## src/rtl/dfr_dac_pkg.sv

```systemverilog
// Shared definitions for the reservoir DAC serial transmitter.
//   dac_tx_state_t : transmitter FSM states
//   DEF_*          : default parameter values
//   CMD_*          : DAC command prefixes sent ahead of the sample word
//   frame_width()  : total bits in one SPI frame
package dfr_dac_pkg;

  localparam int DEF_CLK_DIV     = 2;
  localparam int DEF_DATA_WIDTH  = 16;
  localparam int DEF_CMD_WIDTH   = 8;
  localparam int DEF_LDAC_CYCLES = 2;

  localparam logic [7:0] CMD_WRITE_UPDATE = 8'h00;
  localparam logic [7:0] CMD_POWER_DOWN   = 8'h01;

  typedef enum logic [2:0] {
    IDLE     = 3'd0,
    CS_SETUP = 3'd1,
    SHIFT    = 3'd2,
    CS_HOLD  = 3'd3,
    LDAC     = 3'd4
  } dac_tx_state_t;

  function automatic int frame_width(input int cmd_w, input int data_w);
    return cmd_w + data_w;
  endfunction

endpackage

```

## src/rtl/dac_spi_tx_if.sv

```systemverilog
// Request/handshake bundle between the reservoir input path and dac_spi_tx.
//   din   : sample word to send
//   cmd   : command prefix, sent first
//   start : request, taken when start && ready
//   ready : transmitter idle
//   done  : one-cycle pulse once frame and LDAC pulse are complete
// master = producer of samples, slave = the transmitter.
interface dac_spi_tx_if
  import dfr_dac_pkg::*;
#(
  parameter int DATA_WIDTH = DEF_DATA_WIDTH,
  parameter int CMD_WIDTH  = DEF_CMD_WIDTH
) ();

  logic [DATA_WIDTH-1:0] din;
  logic [CMD_WIDTH-1:0]  cmd;
  logic                  start;
  logic                  ready;
  logic                  done;

  modport master (
    output din,
    output cmd,
    output start,
    input  ready,
    input  done
  );

  modport slave (
    input  din,
    input  cmd,
    input  start,
    output ready,
    output done
  );

endinterface

```

## src/rtl/sclk_phase_timer.sv

```systemverilog
// Phase timer for the SPI transmitter: measures CLK_DIV-cycle phases.
//   clk, rst    : system clock, synchronous active-high reset
//   load_i      : restart a phase (takes priority over count_i)
//   count_i     : a phase is running
//   phase_end_o : high during the last cycle of the running phase
// The counter only moves on load or while counting; it never wraps by itself.
module sclk_phase_timer
  import dfr_dac_pkg::*;
#(
  parameter int CLK_DIV = DEF_CLK_DIV
) (
  input  logic clk,
  input  logic rst,
  input  logic load_i,
  input  logic count_i,
  output logic phase_end_o
);

  localparam int              CNT_W  = $clog2(CLK_DIV + 1);
  localparam logic [CNT_W-1:0] RELOAD = CNT_W'(CLK_DIV - 1);
  localparam logic [CNT_W-1:0] ZERO   = {CNT_W{1'b0}};

  if (CLK_DIV < 1) begin : g_bad_clk_div
    $error("sclk_phase_timer: CLK_DIV must be >= 1");
  end

  logic [CNT_W-1:0] cnt_q;
  logic [CNT_W-1:0] cnt_d;

  // A loaded phase lasts CLK_DIV cycles: reload to CLK_DIV-1, end when 0 is seen.
  always_comb begin
    cnt_d = cnt_q;
    if (load_i) begin
      cnt_d = RELOAD;
    end else if (count_i && (cnt_q != ZERO)) begin
      cnt_d = cnt_q - CNT_W'(1);
    end else begin
      cnt_d = cnt_q;
    end
  end

  // Phase counter register.
  always_ff @(posedge clk) begin
    if (rst) begin
      cnt_q <= ZERO;
    end else begin
      cnt_q <= cnt_d;
    end
  end

  assign phase_end_o = count_i && (cnt_q == ZERO);

endmodule

```

## src/rtl/dac_spi_tx.sv

```systemverilog
// SPI transmitter for the external reservoir DAC.
//   clk, rst    : system clock, synchronous active-high reset
//   bus (slave) : din/cmd/start request, ready/done status
//   DAC_CS_N    : chip select, active low
//   DAC_LDAC_N  : DAC load strobe, active low (held low when LDAC_EN=0)
//   DAC_DIN     : serial data, MSB of {cmd,din} first
//   DAC_SCLK    : serial clock, idle low, DAC samples on its rising edge
// All pin and status outputs come straight from registers.
module dac_spi_tx
  import dfr_dac_pkg::*;
#(
  parameter int CLK_DIV     = DEF_CLK_DIV,
  parameter int DATA_WIDTH  = DEF_DATA_WIDTH,
  parameter int CMD_WIDTH   = DEF_CMD_WIDTH,
  parameter int LDAC_CYCLES = DEF_LDAC_CYCLES,
  parameter int LDAC_EN     = 1
) (
  input  logic         clk,
  input  logic         rst,
  dac_spi_tx_if.slave  bus,
  output logic         DAC_CS_N,
  output logic         DAC_LDAC_N,
  output logic         DAC_DIN,
  output logic         DAC_SCLK
);

  localparam int FRAME_WIDTH = frame_width(CMD_WIDTH, DATA_WIDTH);
  localparam int BIT_W       = $clog2(FRAME_WIDTH + 1);
  localparam int LDAC_W      = $clog2(LDAC_CYCLES + 1);

  localparam logic [BIT_W-1:0]       BIT_LOAD    = BIT_W'(FRAME_WIDTH);
  localparam logic [LDAC_W-1:0]      LDAC_RELOAD = LDAC_W'(LDAC_CYCLES - 1);
  localparam logic [LDAC_W-1:0]      LDAC_ZERO   = {LDAC_W{1'b0}};
  localparam logic [FRAME_WIDTH-1:0] FRAME_ZERO  = {FRAME_WIDTH{1'b0}};
  // Level of LDAC_N whenever no load pulse is in progress.
  localparam logic                   LDAC_IDLE   = (LDAC_EN != 0) ? 1'b1 : 1'b0;

  if (CLK_DIV < 1) begin : g_bad_clk_div
    $error("dac_spi_tx: CLK_DIV must be >= 1");
  end
  if (LDAC_CYCLES < 1) begin : g_bad_ldac
    $error("dac_spi_tx: LDAC_CYCLES must be >= 1");
  end

  dac_tx_state_t           state_q, state_d;
  logic [FRAME_WIDTH-1:0]  shift_q, shift_d;
  logic [BIT_W-1:0]        bit_cnt_q, bit_cnt_d;
  logic [LDAC_W-1:0]       ldac_cnt_q, ldac_cnt_d;
  logic                    sclk_q, sclk_d;
  logic                    cs_n_q, cs_n_d;
  logic                    ldac_n_q, ldac_n_d;
  logic                    ready_q, ready_d;
  logic                    done_q, done_d;

  logic                    tmr_load_s;
  logic                    tmr_count_s;
  logic                    phase_end_s;

  sclk_phase_timer #(
    .CLK_DIV (CLK_DIV)
  ) u_phase_timer (
    .clk         (clk),
    .rst         (rst),
    .load_i      (tmr_load_s),
    .count_i     (tmr_count_s),
    .phase_end_o (phase_end_s)
  );

  // Next-state and next-output logic for the transmit sequence.
  // DIN is the MSB of the shift register, so it only moves when the
  // register shifts, which happens only on a high->low SCLK transition.
  always_comb begin
    state_d     = state_q;
    shift_d     = shift_q;
    bit_cnt_d   = bit_cnt_q;
    ldac_cnt_d  = ldac_cnt_q;
    sclk_d      = sclk_q;
    cs_n_d      = cs_n_q;
    ldac_n_d    = ldac_n_q;
    ready_d     = ready_q;
    done_d      = 1'b0;
    tmr_load_s  = 1'b0;
    tmr_count_s = 1'b0;

    case (state_q)
      IDLE: begin
        if (bus.start && ready_q) begin
          shift_d    = {bus.cmd, bus.din};
          bit_cnt_d  = BIT_LOAD;
          cs_n_d     = 1'b0;
          sclk_d     = 1'b0;
          ready_d    = 1'b0;
          tmr_load_s = 1'b1;
          state_d    = CS_SETUP;
        end else begin
          state_d = IDLE;
        end
      end

      CS_SETUP: begin
        tmr_count_s = 1'b1;
        if (phase_end_s) begin
          tmr_load_s = 1'b1;
          state_d    = SHIFT;
        end else begin
          state_d = CS_SETUP;
        end
      end

      SHIFT: begin
        tmr_count_s = 1'b1;
        if (phase_end_s && !sclk_q) begin
          // End of a low phase: rising edge, DAC samples DIN.
          sclk_d     = 1'b1;
          tmr_load_s = 1'b1;
        end else if (phase_end_s && sclk_q) begin
          // End of a high phase: bit finished.
          sclk_d     = 1'b0;
          tmr_load_s = 1'b1;
          bit_cnt_d  = bit_cnt_q - BIT_W'(1);
          if (bit_cnt_q == BIT_W'(1)) begin
            // Last bit keeps DIN steady through CS_HOLD.
            state_d = CS_HOLD;
          end else begin
            shift_d = {shift_q[FRAME_WIDTH-2:0], 1'b0};
          end
        end else begin
          sclk_d = sclk_q;
        end
      end

      CS_HOLD: begin
        tmr_count_s = 1'b1;
        if (phase_end_s) begin
          cs_n_d = 1'b1;
          if (LDAC_EN != 0) begin
            ldac_n_d   = 1'b0;
            ldac_cnt_d = LDAC_RELOAD;
            state_d    = LDAC;
          end else begin
            shift_d = FRAME_ZERO;
            done_d  = 1'b1;
            ready_d = 1'b1;
            state_d = IDLE;
          end
        end else begin
          state_d = CS_HOLD;
        end
      end

      LDAC: begin
        if (ldac_cnt_q == LDAC_ZERO) begin
          ldac_n_d = 1'b1;
          shift_d  = FRAME_ZERO;
          done_d   = 1'b1;
          ready_d  = 1'b1;
          state_d  = IDLE;
        end else begin
          ldac_cnt_d = ldac_cnt_q - LDAC_W'(1);
        end
      end

      default: begin
        state_d  = IDLE;
        shift_d  = FRAME_ZERO;
        sclk_d   = 1'b0;
        cs_n_d   = 1'b1;
        ldac_n_d = LDAC_IDLE;
        ready_d  = 1'b1;
      end
    endcase
  end

  // State and output registers; reset also aborts any frame in flight.
  always_ff @(posedge clk) begin
    if (rst) begin
      state_q    <= IDLE;
      shift_q    <= FRAME_ZERO;
      bit_cnt_q  <= {BIT_W{1'b0}};
      ldac_cnt_q <= LDAC_ZERO;
      sclk_q     <= 1'b0;
      cs_n_q     <= 1'b1;
      ldac_n_q   <= LDAC_IDLE;
      ready_q    <= 1'b1;
      done_q     <= 1'b0;
    end else begin
      state_q    <= state_d;
      shift_q    <= shift_d;
      bit_cnt_q  <= bit_cnt_d;
      ldac_cnt_q <= ldac_cnt_d;
      sclk_q     <= sclk_d;
      cs_n_q     <= cs_n_d;
      ldac_n_q   <= ldac_n_d;
      ready_q    <= ready_d;
      done_q     <= done_d;
    end
  end

  assign bus.ready  = ready_q;
  assign bus.done   = done_q;
  assign DAC_CS_N   = cs_n_q;
  assign DAC_LDAC_N = ldac_n_q;
  assign DAC_DIN    = shift_q[FRAME_WIDTH-1];
  assign DAC_SCLK   = sclk_q;

endmodule

```

## src/flat_wrapper.sv

```systemverilog
// flat-port wrapper written by rule: the top's interface ports become plain ports
module dac_spi_tx_flat import dfr_dac_pkg::*;
#(
  parameter int CLK_DIV     = DEF_CLK_DIV,
  parameter int DATA_WIDTH  = DEF_DATA_WIDTH,
  parameter int CMD_WIDTH   = DEF_CMD_WIDTH,
  parameter int LDAC_CYCLES = DEF_LDAC_CYCLES,
  parameter int LDAC_EN     = 1
)
  (clk, rst, DAC_CS_N, DAC_LDAC_N, DAC_DIN, DAC_SCLK, bus_din, bus_cmd, bus_start, bus_ready, bus_done);
  dac_spi_tx_if #(.DATA_WIDTH(DATA_WIDTH), .CMD_WIDTH(CMD_WIDTH)) bus_i ();
  input  logic clk;
  input  logic rst;
  output logic DAC_CS_N;
  output logic DAC_LDAC_N;
  output logic DAC_DIN;
  output logic DAC_SCLK;
  input wire logic [$bits(bus_i.din)-1:0] bus_din;
  input wire logic [$bits(bus_i.cmd)-1:0] bus_cmd;
  input wire logic [$bits(bus_i.start)-1:0] bus_start;
  output wire logic [$bits(bus_i.ready)-1:0] bus_ready;
  output wire logic [$bits(bus_i.done)-1:0] bus_done;
  assign bus_i.din = bus_din;
  assign bus_i.cmd = bus_cmd;
  assign bus_i.start = bus_start;
  assign bus_ready = bus_i.ready;
  assign bus_done = bus_i.done;
  dac_spi_tx #(.CLK_DIV(CLK_DIV), .DATA_WIDTH(DATA_WIDTH), .CMD_WIDTH(CMD_WIDTH), .LDAC_CYCLES(LDAC_CYCLES), .LDAC_EN(LDAC_EN)) u_core (.clk(clk), .rst(rst), .bus(bus_i), .DAC_CS_N(DAC_CS_N), .DAC_LDAC_N(DAC_LDAC_N), .DAC_DIN(DAC_DIN), .DAC_SCLK(DAC_SCLK));
endmodule
```

## config.mk

```make
export PLATFORM = sky130hd
export DESIGN_NAME = dac_spi_tx_flat
export DESIGN_NICKNAME = d
export VERILOG_FILES = /design/src/rtl/dfr_dac_pkg.sv /design/src/rtl/dac_spi_tx_if.sv /design/src/rtl/sclk_phase_timer.sv /design/src/rtl/dac_spi_tx.sv /design/src/flat_wrapper.sv
export SDC_FILE = /design/constraint.sdc
export NUM_CORES = 1
export LEC_CHECK = 0
export BUFFER_PORTS_ARGS = -buffer_cell sky130_fd_sc_hd__buf_2
export CAP_MARGIN = 40
export CELL_PAD_IN_SITES_DETAIL_PLACEMENT = 1
export CELL_PAD_IN_SITES_GLOBAL_PLACEMENT = 1
export CORE_MARGIN = 10
export CORE_UTILIZATION = 47
export DETAILED_ROUTE_END_ITERATION = 7
export GPL_TIMING_DRIVEN = 0
export PLACE_DENSITY_LB_ADDON = 0.1
export SLEW_MARGIN = 20
export SYNTH_ARGS = -nofsm -noshare
export SYNTH_HDL_FRONTEND = slang
export SYNTH_HIERARCHICAL = 1
export SYNTH_SLANG_ARGS = --single-unit
export TNS_END_PERCENT = 100
```

## constraint.sdc

```tcl
create_clock -name clk -period 3.8 [get_ports clk]
set_input_delay 0.19 -clock clk [delete_from_list [all_inputs] [get_ports clk]]
set_output_delay 0.19 -clock clk [all_outputs]
set_load 0.02 [all_outputs]
```

## After elaboration in Yosys (flattened, before gate mapping)

Index checks and enable logic that the tools add are counted.

| word-level totals | value |
|---|---|
| flip-flop bits (word level) | 41 |
| bits in latches | 0 |
| bits in writable memories | 0 |
| ROM bits | 0 |
| bits of input ports | 27 |
| output and inout port bits | 6 |
| word-level logic and storage cells | 102 |
| memories | 0 |

| cells by class | value |
|---|---|
| $add $sub $neg | 3 |
| multipliers | 0 |
| div/mod/pow operators | 0 |
| $lt $le $gt $ge | 0 |
| equality and inequality tests | 14 |
| shift-type cells | 0 |
| multiplexer cells | 40 |
| bitwise operators | 6 |
| reduce and logical (&&, ||, !) cells | 28 |

Operators by type and width:

| operator | number |
|---|---|
| $mux 24 | 5 |
| $pmux 24 s4 | 1 |
| $mux 1 | 15 |
| $mux 3 | 5 |
| $mux 5 | 3 |
| $pmux 1 s3 | 5 |
| $pmux 3 s5 | 1 |
| $reduce_and 3->1 | 5 |
| $reduce_or 3->1 | 4 |
| $ne 2x1->1 const B | 5 |
| $pmux 5 s2 | 1 |
| $reduce_and 4->1 | 2 |
| $reduce_bool 2->1 | 4 |
| $eq 3x2->1 const B | 2 |
| $mux 2 | 3 |
| $ne 2x2->1 const B | 3 |
| $not 1->1 | 6 |
| $reduce_and 6->1 | 1 |
| $reduce_or 2->1 | 3 |
| $eq 5x1->1 const B | 1 |
| $logic_and 1x1->1 | 5 |
| $sub 5x1->5 const B | 1 |
| $logic_not 2->1 | 2 |
| $pmux 2 s2 | 1 |
| other kinds (6) | 7 |

## Depth between registers and ports, before layout

| depth | value |
|---|---|
| depth in word-level cells | 9 |
| mapped depth | 10 |
| depth with buffers taken out | 9 |

## Cells and area by module

Netlist, hierarchy kept.

By module, submodules not included:

| module | instances | cells each | area each (µm²) | sequential area each (µm²) |
|---|---|---|---|---|
| dac_spi_tx | 1 | 230 | 2140.8 | 780.7 |
| sclk_phase_timer | 1 | 12 | 130.1 | 40.0 |

## Worst setup path after synthesis

Ideal clock, no wire load.

| timing path | value |
|---|---|
| kind | register -> register |
| from | reg u_core.state_q[2] |
| to | reg u_core.bit_cnt_q[2] |
| setup time | 0.123 ns |
| arrival | 1.976 ns |
| data required time | 3.677 ns |
| slack | 1.701 ns |
| cell stages (with the launch flop) | 9 |
| path buffers | 2 |
| clock period less this slack | 2.099 ns |
| path through | dfxtp_1 buf_2 buf_1 nor2_1 and2_1 a21boi_1 nor4_2 nand2_1 mux2_1 |

| on the way | value |
|---|---|
| word-level cells in the longest chain between the ends | 7 |
| elaborated cells between the ends (all ways) | 15 |
| classes of those cells | 6 x eq/ne; 2 x mux; 7 x reduce/logical |

RTL lines:

| item | RTL line | source |
|---|---|---|
| start, declared | dac_spi_tx.sv:45 | `dac_tx_state_t state_q, state_d;` |
| start signal, assigned | dac_spi_tx.sv:187 | `state_q <= state_d;` |
| $eq 3x1->1 / $eq 3x2->1 (equally long branches) | dac_spi_tx.sv:85 | `case (state_q)` |
| $reduce_or 3->1 (no source line) * | -- |  |
| $mux 1 * | dac_spi_tx.sv:85 |  |
| named net u_core.tmr_count_s | dac_spi_tx.sv:56 | `logic tmr_count_s;` |
| $logic_and 1x1->1 * | sclk_phase_timer.sv:51 | `assign phase_end_o = count_i && (cnt_q == ZERO);` |
| named net u_core.phase_end_s | dac_spi_tx.sv:57 | `logic phase_end_s;` |
| $logic_and 1x1->1, on equally long branches | dac_spi_tx.sv:112, dac_spi_tx.sv:116 |  |
| $ne 2x2->1 (no source line) / $ne 2x1->1 (equally long branches) | -- |  |
| $reduce_and 4->1 (no source line) * | -- |  |
| end signal, assigned | dac_spi_tx.sv:179 | `bit_cnt_q <= {BIT_W{1'b0}};` |
| end signal, assigned | dac_spi_tx.sv:189 | `bit_cnt_q <= bit_cnt_d;` |
| end, declared | dac_spi_tx.sv:47 | `logic [BIT_W-1:0] bit_cnt_q, bit_cnt_d;` |

Mark *: on every way through the listed nets, which the timed path passes. The rest lies on a longest branch.
A chain may end at the register's enable or synchronous reset.

## Worst setup path in the final report

Ends and elaborated chain as after synthesis.

==> impl_metrics.yaml <==
grt:
  grt_max_degree: 12
  grt-ovfl-total: 0
  grtUsageTotal_pct: 15.06
  grt_pass1_wl_mm: 9.549
  antenna_found_initial: 0
  first_global_vias: 1968
clock_tree:
  clk-insertion-delay-late_ns: 0.30
  cts_repair_resize_count: 0
  post_cts_buffers: 0
  clockRootBuffer: "clkbuf_8"
  postCtsHoldBufs: 0
  tritoncts: "yes"
  clockBufferDepth: 2
  clkSinkCount: 41
  cts_buffers: 5
  clk_pin_slew_ns: 0.08
  htree_levels: 2
yosys:
  synthTopCellsByArea: "dfxtp_1, mux2i_1, mux2_2, nand2b_1, nand2_1"
  synth_top_family_by_area: "multiplexers"
  synthMuxAreaShare_pct: 23.80
  synth_compound_area_share_pct: 10.30
  synthDominantCellAreaShare_pct: 36.14
  synth_edf_count: 0
  synth_xor_xnor_area_share_pct: 0.7713
  yosysTopAreaCell: "dfxtp_1"
  synthFlopType: "dfxtp_1"
  yosys.area_share.simple_pct: 22.20
  syn_area_um2: 2271
  yosysUniqueCellTypes: 45
  synth.avg_cell_area_um2: 9.384
  async_reset_ff_share_pct: 0
  seq_area_frac_synth_pct: 36.14
  ys_ff_latch: 41
  synth_cells: 242
  synthAdderAreaFrac_pct: 2.204
  synth_nets: 273
  synth_warnings: 6
sta:
  finClkSkew_ns: 0.009532
  finalHoldViolations: 0
  setup_tns_ns: 0
  final_max_slew_viol_count: 0
  rsz0062_at_grt: "false"
  finalCritPeriodShare_pct: 67.03
  period_needed_ns: 2.547
  setup_viol_count_final: 0
  fmax_ghz: 0.3926
  relSlewSlack_pct: 56.27
  worst_slew_pin_slew_ns: 0.6506
pwr:
  p_int_mw: 0.8586
  p_comb_share_pct: 34.4
  switching_share_pct: 33.82
  ir_drop_mv: 0.2480
  p_sw_mw: 0.4388
  seqPwrFrac_pct: 42.9
  clock_power_share_pct: 22.6
  powerDensity_nw_per_um2: 501.9
  p_leak_nw: 1.085
finish:
  nNetsFinal: 312
  final_area_um2: 2585
  final_common_cell: "dfxtp_1"
  drive_gt1_share_pct: 25.62
  layout_common_cells: "dfxtp_1, buf_2, nand2_1"
  syn2layout_area_growth_pct: 13.83
  antennaDiodeCount: 0
critical_path:
  timing.rr.end: "u_core/bit_cnt_q[2]"
  cp.arrival_ns: 2.74
  worst-r2r-cell-count: 8
  cp.required_ns: 3.99
  timing.rr.start: "u_core/state_q[2]"
  endpoint: "u_core/bit_cnt_q[2]"
  r2r_slack_ns: 1.25
  crit_fanout: 10
  cpMaxStageDelayCell: "nor4_2"
  crit_type: "register to register"
  cpPeakStageDelay_ns: 0.58
  path_cells: "buf_2, buf_1, nor2_1, and2_1, a21boi_1, nor4_2, nand2_1, mux2_1"
  start_kind: "register"
  critPathLaunch: "u_core/state_q[2]"
  end_kind: "register"
detailed_routing:
  wl_mm: 5.495
  via_count: 1828
  antenna_left: 0
  via_per_inst: 5.457
  post_drt_wl_per_cell_um: 16.40
  drt_iter0_drc: 73
  drt_first_pass_iters: 4
  drc_errors: 0
floorplan:
  die_h_um: 89.51
  io_pins: 33
  dieArea_um2: 8012
  num_rows: 25
  core_region_area_um2: 4692
  die_width_um: 89.51
  start_util_pct: 48.40
placed_design:
  gp_congestion: 0.8676
  io_buffers: 32
  hpwl_mm: 4.056
  placed_area_um2: 2499
min_path:
  min-delay-start: "bus_din[0]"
  min_path_type: "primary input to register"
job:
  timing.max_cap.violations: 0
run_status:
  status: "complete, no violations"
how the worst min path moves through the flow:
stage                     depth (start not counted)  slack, ns                       endpoint
after floorplan                                   1       0.25  u_core/u_phase_timer/cnt_q[1]
after global placement                            2       0.46             u_core/shift_q[14]
after detailed placement                          2       0.47             u_core/shift_q[17]
after CTS                                         3       0.15              u_core/shift_q[0]
after global routing                              3       0.18              u_core/shift_q[0]
final                                             3       0.16              u_core/shift_q[0]
cells by family after synthesis:
kind of cell,count (synthesis)
AO/OA/AOI/OAI,29
XOR/XNOR,2
adder cells (fa/ha/maj),4
buffers and inverters,23
flip-flops,41
multiplexers,51
AND/OR/NAND/NOR,92
synthesized netlist by cell type, types with 2 or more instances:
cell and count:
a211oi_1 3, a21oi_1 8, buf_1 3, buf_2 2, buf_6 2, clkbuf_1 9, dfxtp_1 41, ha_1 4
inv_1 7, mux2_2 23, mux2i_1 27, nand2_1 30, nand2b_1 28, nor2_1 13, nor3_1 6, nor3b_1 2
o21a_1 2, o21ai_0 3, o21bai_1 2, o31a_1 2
through the flow:
stage	cells	setup WS [ns]	total power, mW	hold WS, ns	util (%)
after floorplan	242	1.701	0.9040	0.2543	-
after global placement	328	1.329	1.000	0.4604	53.25
after detailed placement	328	1.292	1.015	0.4684	53.25
after CTS	335	1.290	1.310	0.1535	55.09
after global routing	335	0.9942	1.381	0.1849	55.09
final	335	1.253	1.297	0.1563	55.09
power groups by stage:
stage / clock, mW / combinational [mW] / sequential (mW)
after floorplan: 0 / 0.347 / 0.557
after global placement: 0 / 0.439 / 0.561
after detailed placement: 0 / 0.449 / 0.566
after CTS: 0.302 / 0.451 / 0.557
after global routing: 0.314 / 0.499 / 0.568
final: 0.294 / 0.447 / 0.557
layout make-up:
type                       count  area, µm²
timing repair buffer          32      160.2
tap                           54      67.56
multi-input combinational    178       1346
inverter                       7      26.28
sequential                    41      820.8
buffer                        16      77.57
clock buffer                   7      86.33
fill                         563       2107
sequential cells by signal, indices dropped and copies added, names as in the netlist, 2 cells and up:
name                        cells
u_core/shift_q                 24
u_core/ldac_cnt_q               2
u_core/bit_cnt_q                5
u_core/state_q                  3
u_core/u_phase_timer/cnt_q      2
routing by layer:
layer | track usage [%] | wire [µm] | part of all wire [%]
met1 | 19.22 | 2602 | 47
met2 | 24.62 | 2612 | 48
met3 | 3.191 | 235 | 4.3
met4 | 4.769 | 45 | 0.82
met5 | 0 | 0 | 0
worst max-delay path, delay by kind of cell, from the launching register on:
family	cells	cell delay (ns)
simple gates	4	1.25
mux	1	0.33
flops	1	0.30
compound gates	1	0.16
buf+inv	2	0.40
No activity file was read; power rests on OpenSTA's default activity.
